==> config.mk <==
export PLATFORM = sky130hd
export DESIGN_NAME = sspis_wbm
export DESIGN_NICKNAME = d
export VERILOG_FILES = /design/src/rtl/sspis_pkg.sv /design/src/rtl/sspis_wbm.sv
export SDC_FILE = /design/constraint.sdc
export NUM_CORES = 1
export LEC_CHECK = 0
export BUFFER_PORTS_ARGS = -buffer_cell sky130_fd_sc_hd__buf_4
export CORE_ASPECT_RATIO = 1.5
export CORE_MARGIN = 1
export CORE_UTILIZATION = 48
export CTS_BUF_LIST = sky130_fd_sc_hd__clkbuf_8
export DETAILED_ROUTE_END_ITERATION = 6
export GPL_TIMING_DRIVEN = 0
export PLACE_DENSITY = 0.82
export SYNTH_ARGS = -nofsm -noshare
export SYNTH_HDL_FRONTEND = slang
export SYNTH_SLANG_ARGS = --single-unit
==> constraint.sdc <==
create_clock -name sys_clk -period 2 [get_ports sys_clk]
set_input_delay 0 -clock sys_clk [delete_from_list [all_inputs] [get_ports sys_clk]]
set_output_delay 0 -clock sys_clk [all_outputs]
set_load 0.1 [all_outputs]
==> src/rtl/sspis_pkg.sv <==
// Shared definitions for the SPI-slave register port to Wishbone master bridge.
// Latency: n/a (types, defaults and helpers only).
// Backpressure: n/a.
package sspis_pkg;

  // Bridge sequencer states.
  typedef enum logic [1:0] {
    ST_IDLE = 2'd0,
    ST_BUS  = 2'd1,
    ST_DONE = 2'd2
  } state_e;

  // Default abort budget in Wishbone cycles, and the read data returned on abort.
  localparam int          TIMEOUT_CYC_DEF = 1023;
  localparam logic [31:0] TO_RDATA_DEF    = 32'hDEAD_0BAD;

  // Command codes derived from the request levels.
  localparam logic [3:0] CMD_READ  = 4'h1;
  localparam logic [3:0] CMD_WRITE = 4'h2;

  // Writes honour the requester's byte enables; reads always fetch the full word.
  function automatic logic [3:0] cmd_sel(input logic [3:0] cmd, input logic [3:0] be);
    return (cmd == CMD_WRITE) ? be : 4'hF;
  endfunction

endpackage

==> src/rtl/sspis_wbm.sv <==
// Bridges SPI-slave register read/write request levels onto a single Wishbone master cycle.
// Latency: request seen in cycle 0 -> cyc in cycle 1; ack/err/timeout in cycle k -> reg_ack in cycle k+1.
// Backpressure: requester holds its level until reg_ack; slave stalls via ack/err, bounded by TIMEOUT_CYC.
module sspis_wbm
  import sspis_pkg::*;
#(
  parameter int          TIMEOUT_CYC = TIMEOUT_CYC_DEF,
  parameter logic [31:0] TO_RDATA    = TO_RDATA_DEF
) (
  input  logic        sys_clk,
  input  logic        rst_n,
  input  logic        reg_wr,
  input  logic        reg_rd,
  input  logic [31:0] reg_addr,
  input  logic [3:0]  reg_be,
  input  logic [31:0] reg_wdata,
  output logic [31:0] reg_rdata,
  output logic        reg_ack,
  output logic        wbm_cyc_o,
  output logic        wbm_stb_o,
  output logic        wbm_we_o,
  output logic [31:0] wbm_adr_o,
  output logic [3:0]  wbm_sel_o,
  output logic [31:0] wbm_dat_o,
  input  logic [31:0] wbm_dat_i,
  input  logic        wbm_ack_i,
  input  logic        wbm_err_i,
  input  logic        err_clr,
  output logic [1:0]  err_sticky
);

  // Sized so the counter can hold TIMEOUT_CYC; the abort at TIMEOUT_CYC-1 keeps it from wrapping.
  localparam int               CNT_W    = $clog2(TIMEOUT_CYC + 1);
  localparam logic [CNT_W-1:0] CNT_LAST = CNT_W'(TIMEOUT_CYC - 1);

  state_e           r_state;
  logic [CNT_W-1:0] r_cnt;
  logic             r_cyc;
  logic             r_we;
  logic [31:0]      r_adr;
  logic [3:0]       r_sel;
  logic [31:0]      r_dat;
  logic [31:0]      r_rdata;
  logic             r_ack;
  logic [1:0]       r_err;

  logic [3:0]       w_cmd;
  logic             w_in_bus;
  logic             w_bus_err;
  logic             w_timeout;
  logic             w_finish;
  logic [1:0]       w_err_set;

  // A request with both levels high is a write.
  assign w_cmd     = reg_wr ? CMD_WRITE : CMD_READ;
  assign w_in_bus  = (r_state == ST_BUS);
  // err wins over ack when both arrive together.
  assign w_bus_err = w_in_bus && wbm_err_i;
  // Timeout only counts when the slave gave no answer at all this cycle.
  assign w_timeout = w_in_bus && !wbm_ack_i && !wbm_err_i && (r_cnt == CNT_LAST);
  assign w_finish  = w_in_bus && (wbm_ack_i || wbm_err_i || w_timeout);
  assign w_err_set = {w_timeout, w_bus_err};

  // Sequencer: launch the bus cycle, hold it stable, close it on ack/err/timeout.
  always_ff @(posedge sys_clk or negedge rst_n) begin
    if (!rst_n) begin
      r_state <= ST_IDLE;
      r_cnt   <= '0;
      r_cyc   <= 1'b0;
      r_we    <= 1'b0;
      r_adr   <= '0;
      r_sel   <= '0;
      r_dat   <= '0;
      r_rdata <= '0;
      r_ack   <= 1'b0;
    end else begin
      r_ack <= 1'b0;
      case (r_state)
        ST_IDLE: begin
          if (reg_wr || reg_rd) begin
            r_we    <= (w_cmd == CMD_WRITE);
            r_adr   <= reg_addr;
            r_dat   <= reg_wdata;
            r_sel   <= cmd_sel(w_cmd, reg_be);
            r_cyc   <= 1'b1;
            r_cnt   <= '0;
            r_state <= ST_BUS;
          end
        end
        ST_BUS: begin
          // The request level is not looked at here: an SPI abort still lets the cycle finish.
          if (w_finish) begin
            r_cyc   <= 1'b0;
            r_ack   <= 1'b1;
            r_state <= ST_DONE;
            if (!r_we) begin
              r_rdata <= (w_bus_err || w_timeout) ? TO_RDATA : wbm_dat_i;
            end
          end else begin
            r_cnt <= r_cnt + CNT_W'(1);
          end
        end
        ST_DONE: begin
          // The requester's level is still high here while it reacts to reg_ack.
          r_state <= ST_IDLE;
        end
        default: begin
          r_state <= ST_IDLE;
          r_cyc   <= 1'b0;
        end
      endcase
    end
  end

  // Sticky error flags: a new event in the clear cycle survives the clear.
  always_ff @(posedge sys_clk or negedge rst_n) begin
    if (!rst_n) begin
      r_err <= '0;
    end else begin
      r_err <= (r_err & ~{2{err_clr}}) | w_err_set;
    end
  end

  assign wbm_cyc_o  = r_cyc;
  assign wbm_stb_o  = r_cyc;
  assign wbm_we_o   = r_we;
  assign wbm_adr_o  = r_adr;
  assign wbm_sel_o  = r_sel;
  assign wbm_dat_o  = r_dat;
  assign reg_rdata  = r_rdata;
  assign reg_ack    = r_ack;
  assign err_sticky = r_err;

endmodule

==> results of run 1 <==
-- worst max path at each step --
stage	slack (ns)	to	cells past startpoint
floorplan	0.13	reg_rdata[16]	4
global placement	-0.05	wbm_dat_o[30]	5
detailed placement	-0.11	wbm_dat_o[30]	5
CTS	0.04	reg_rdata[19]	7
global route	0.02	reg_rdata[16]	7
finish	0.04	reg_rdata[16]	5
-- routing by layer --
metal / vias up / part of all wire [%] / track usage, %
met5: - / 0 / 0
met4: 0 / 4.3 / 18.0
met3: 54 / 6.6 / 9.10
met2: 214 / 56 / 54.8
met1: 2028 / 33 / 30.0
li1: 1819 / - / -
-- cell type report --
type / count / area (µm²)
flip-flops and latches: 117 / 2930
repair buffers: 326 / 2740
multi-input cells: 168 / 1520
fillers: 440 / 1400
clock buffers: 20 / 275
well taps: 112 / 140
clock inverters: 12 / 88.8
plain buffers: 15 / 82.6
inverters: 6 / 22.5
-- cells in the final DEF, fill, tap and decap left out, types with 8 or more instances in the layout --
master / instances
dfrtp_1: 116
buf_4: 218
buf_2: 10
a22o_1: 14
inv_1: 9
mux2_2: 66
o22a_1: 24
clkbuf_8: 20
dlygate4sd3_1: 109
nand2_1: 8
-- registers in the layout, summed over array words and instances (netlist names) --
signal      cells
r_cnt          10
r_state         2
err_sticky      2
wbm_cyc_o       1
wbm_adr_o      32
wbm_sel_o       4
reg_ack         1
reg_rdata      32
wbm_we_o        1
wbm_dat_o      32
-- critical path, cell delays in order (launching register included) --
cell      delay, ns
dfrtp_1        0.40
nand2b_1       0.22
or2_2          0.36
nand3b_1       0.27
clkbuf_2       0.27
o22a_1         0.31
-- per-stage QoR --
| stage | TNS [ns] | area [µm²] | hold slack (ns) |
|---|---|---|---|
| 5_1_grt | 0 | 7800 | 0.323 |
| 2_1_floorplan | 0 | 4530 | -0.296 |
| 3_5_place_dp | -0.767 | 6260 | 0.200 |
| 4_1_cts | 0 | 7710 | 0.315 |
| 6_report | 0 | 7800 | 0.341 |
| 3_3_place_gp | -0.266 | 6260 | 0.197 |
-- cell families after synthesis --
kind of cell,count (synthesis),share of synthesized area [%]
xor+xnor,1,0.193
simple gates,41,4.94
flops,117,64.6
fa+ha+maj,2,0.552
compound gates,56,10.5
buf+inv,22,2.32
mux,68,16.8
-- timing repair --
| action | CTS | global route |
|---|---|---|
| gates cloned | 0 | 0 |
| buffers inserted | 1 | 3 |
| setup endpoints to repair | 10 | 29 |
| hold endpoints to repair | 222 | 6 |
| pin swaps | 0 | 1 |
| hold buffers | 108 | 1 |
| gates resized for setup | 1 | 9 |
==> results.yml, run 1 <==
run_status:
  status: "finished, final reports clean"
grt:
  grt.total_usage_pct: 30.6
  overflow: 0
  grt_pass1_vias: 4433
  grt_pass1_wl_mm: 21.8
  grt_max_degree: 118
  antenna_found_initial: 0
clock_tree:
  clock_sinks: 117
  cts_tree: "yes"
  clk_pin_slew_ns: 0.08
  cts.path.max_buffers: 2
  cts_buffers: 17
  clock_latency_ns: 0.43
  clockRootBuffer: "clkbuf_8"
  htreeDepth: 4
worst_setup_path:
  reg2reg_depth: 5
  reg2reg_slack_ns: 0.04
  worstPathRequired_ns: 2.30
  worstPathArrival_ns: 2.25
  endpoint_kind: "register"
  start_kind: "register"
  r2r_start: "r_state[1]"
  worstSetupPathType: "register to register"
  critPathMaxFanout: 10
  cp-startpoint: "r_state[1]"
  r2r_end: "reg_rdata[16]"
placed_design:
  dp_hpwl_mm: 7.88
  place_ws_ns: -0.115
  port-buffer-count: 212
  gp_congestion: 0.861
  dp_cells: 631
die:
  die-area_mm2: 0.00984
  die_w_um: 81.3
  die_h_um: 121
  initial_core_util_pct: 49.2
  placeableCoreArea_mm2: 0.00920
  io_pins: 213
  rows: 43
yosys:
  syn-num-nets: 416
  yosys_warnings: 0
  synth_edf_count: 0
  syn_inst: 307
  synth-seq-area-share_pct: 64.6
  yosys_most_used_dff: "dfrtp_1"
  synth_area_mm2: 0.00453
  synth_area_leaders: "dfrtp_1, mux2_2, o22a_1"
  ys_async_sr_fraction_pct: 100
  synth_most_common_cell: "dfrtp_1"
  synth_top_area_share_pct: 64.6
  yosysUniqueCellTypes: 40
  avgSynthCellArea_um2: 14.8
  synth.top_cells.by_count: "dfrtp_1, mux2_2, o22a_1"
  yosysTopAreaCell: "dfrtp_1"
  ys_seq_elements: 117
final_layout:
  nNetsFinal: 760
  syn2layout_area_growth_pct: 72.2
  antenna_cells: 0
  drive_gt1_share_pct: 50.6
  finalNonFillerCells: 776
  final_util_pct: 84.8
sta:
  finalSetupViolations: 0
  final.setup.worst_slack_ns: 0.0435
  max-slew-margin-rel_pct: 68.6
  finalCriticalPeriod_ns: 1.96
  rsz0062_at_grt: "no"
  fmax_ghz: 0.511
  tightestPinTransition_ns: 0.471
  hold_viol: 0
  post-route-period-util_pct: 97.8
  drv_slew: 0
  fin_skew_ns: 0.0167
routing:
  drt_wl_total_mm: 15.0
  drt_iter0_markers: 256
  vias: 4115
  drc_errors: 0
  dr.pass1.iters: 4
  postRouteAntennaNets: 0
  viasPerCell: 5.30
  avgRoutedWirePerCell_um: 19.3
worst_hold_path:
  hold_end: "wbm_dat_o[31]"
  hold_class: "primary input to register"
  whs_path_depth: 3
  min_from: "reg_wdata[31]"
job:
  max-cap-violations: 0
Power of run 1 is left out: the tool's default activity adds up to more than one toggle a clock period on the data nets, which glitch-free logic cannot reach.
==> run 2, diff against run 1 <==
==> constraint.sdc (replaced) <==
create_clock -name sys_clk -period 2 [get_ports sys_clk]
set_input_delay 0.4 -clock sys_clk [delete_from_list [all_inputs] [get_ports sys_clk]]
set_output_delay 0.4 -clock sys_clk [all_outputs]
set_load 0.1 [all_outputs]
==> run 2 against run 1 <==
Routed wire length fell by 29%. Global-route usage fell by 7.7 points. Critical path depth did not move. Flip-flop and latch count did not move. Maximum frequency rose by 3.8%. Die area did not move. First-iteration DRC count fell by 52%. Setup slack improved by 0.072 ns. Non-clock buffer count fell by 112.
==> results.yml, run 2 (same netlist as run 1, synthesis figures left out) <==
run_status:
  status: "finished, final reports clean"
die:
  initial_core_util_pct: 49.2
  die-area_mm2: 0.00984
  die_w_um: 81.3
  io_pins: 213
  die_h_um: 121
  placeableCoreArea_mm2: 0.00920
  rows: 43
worst_setup_path:
  start_kind: "register"
  endpoint_kind: "register"
  worstPathArrival_ns: 2.19
  cp.buffers_inverters: 1
  crit_family: "compound AO/OA/AOI/OAI gates"
  path_cells: "or4b_1 -> buf_2 -> a31oi_4 -> nor2_2 -> a221o_1"
  cpPeakStageDelay_ns: 0.46
  slowest_stage: "or4b_1"
  worstPathRequired_ns: 2.30
  worstSetupPathType: "register to register"
  critPathMaxFanout: 9
grt:
  grt_pass1_wl_mm: 16.7
  antenna_found_initial: 0
  grt_pass1_vias: 3601
  grt_max_degree: 118
  overflow: 0
  grt.total_usage_pct: 22.9
clock_tree:
  clock_latency_ns: 0.42
  htreeDepth: 4
  cts.path.max_buffers: 2
  clockRootBuffer: "clkbuf_8"
  cts_buffers: 17
  clk_pin_slew_ns: 0.06
  clock_sinks: 117
  cts_tree: "yes"
routing:
  avgRoutedWirePerCell_um: 16.1
  vias: 3447
  dr.pass1.iters: 4
  drc_errors: 0
  drt_iter0_markers: 122
  viasPerCell: 5.19
  postRouteAntennaNets: 0
  drt_wl_total_mm: 10.7
sta:
  post-route-period-util_pct: 94.2
  fin_skew_ns: 0.00623
  fmax_ghz: 0.531
  drv_slew: 0
  rsz0062_at_grt: "no"
  finalSetupViolations: 0
  tightestPinTransition_ns: 0.457
  hold_viol: 0
  max-slew-margin-rel_pct: 69.5
  finalCriticalPeriod_ns: 1.88
  setup_tns_ns: 0
placed_design:
  gp_congestion: 0.861
  dp_hpwl_mm: 7.88
  port-buffer-count: 212
worst_hold_path:
  hold_class: "primary input to register"
final_layout:
  num-fill-cells: 670
  final_common_cell: "buf_4"
  layout_common_cells: "buf_4, dfrtp_1, mux2_2"
  nNetsFinal: 648
  antenna_cells: 0
  syn2layout_area_growth_pct: 47.6
  drive_gt1_share_pct: 59.6
job:
  max-cap-violations: 0
[run 2: cell count changes in the layout (fill, tap and decap cells not counted), sizes merged]
cell	change
clkbuf	-1
dlygate4sd3	-108
buf	-3
[run 2: per-layer routing]
metal	share of wire (%)	track usage [%]	vias up
li1	-	-	1593
met1	34	23.6	1674
met2	55	39.9	148
met3	7.1	6.99	32
met4	3.5	13.1	0
met5	0	0	-
[run 2: through the flow]
step	cell area, µm²	cells	util [%]	hold WS [ns]	setup slack (ns)
finish	6690	664	72.7	0.169	0.116
global placement	6260	631	68.1	0.471	-0.0784
floorplan	4530	307	-	0.104	0.127
global route	6690	664	72.7	0.141	0.0189
detailed placement	6260	631	68.1	0.479	-0.115
CTS	6630	663	72.1	0.136	0.0392
[run 2: layout make-up]
class | count | area [µm²] | share of cell area, %
Multi-Input combinational cell | 168 | 1520 | 22.7
Tap cell | 112 | 140 | 2.10
Inverter | 6 | 22.5 | 0.337
Clock inverter | 12 | 88.8 | 1.33
Timing Repair Buffer | 215 | 1640 | 24.5
Clock buffer | 20 | 275 | 4.12
Sequential cell | 117 | 2930 | 43.8
Buffer | 14 | 76.3 | 1.14
[run 2: worst register-to-register path: cells and delay by family (launching register included)]
family / cells / cell delay (ns)
and+or+nand+nor: 2 / 0.58
buffers and inverters: 1 / 0.20
DFF: 1 / 0.39
AOI/OAI and AO/OA: 2 / 0.60
[run 2: what timing repair did]
action,4_1_cts,5_1_grt
pin swaps,0,0
buffers inserted,1,0
cloned,0,0
endpoints found under the setup margin,10,20
hold buffers,0,1
endpoints found under the hold margin,0,22
resized for setup,1,3
[run 2: worst paths after layout]
| check | end | startpoint | depth (start not counted) | slack (ns) |
|---|---|---|---|---|
| max in group asynchronous | wbm_we_o | rst_n | 3 | 0.88 |
| worst min register to register | wbm_sel_o[0] | wbm_sel_o[0] | 1 | 0.49 |
| min in group asynchronous | wbm_adr_o[6] | rst_n | 2 | 0.41 |
| worst min-delay path | err_sticky[0] | err_clr | 2 | 0.17 |
| worst max-delay path | r_cnt[6] | r_state[1] | 5 | 0.12 |
| worst max register to register | r_cnt[6] | r_state[1] | 5 | 0.12 |
Power of run 2 is left out for the same reason.
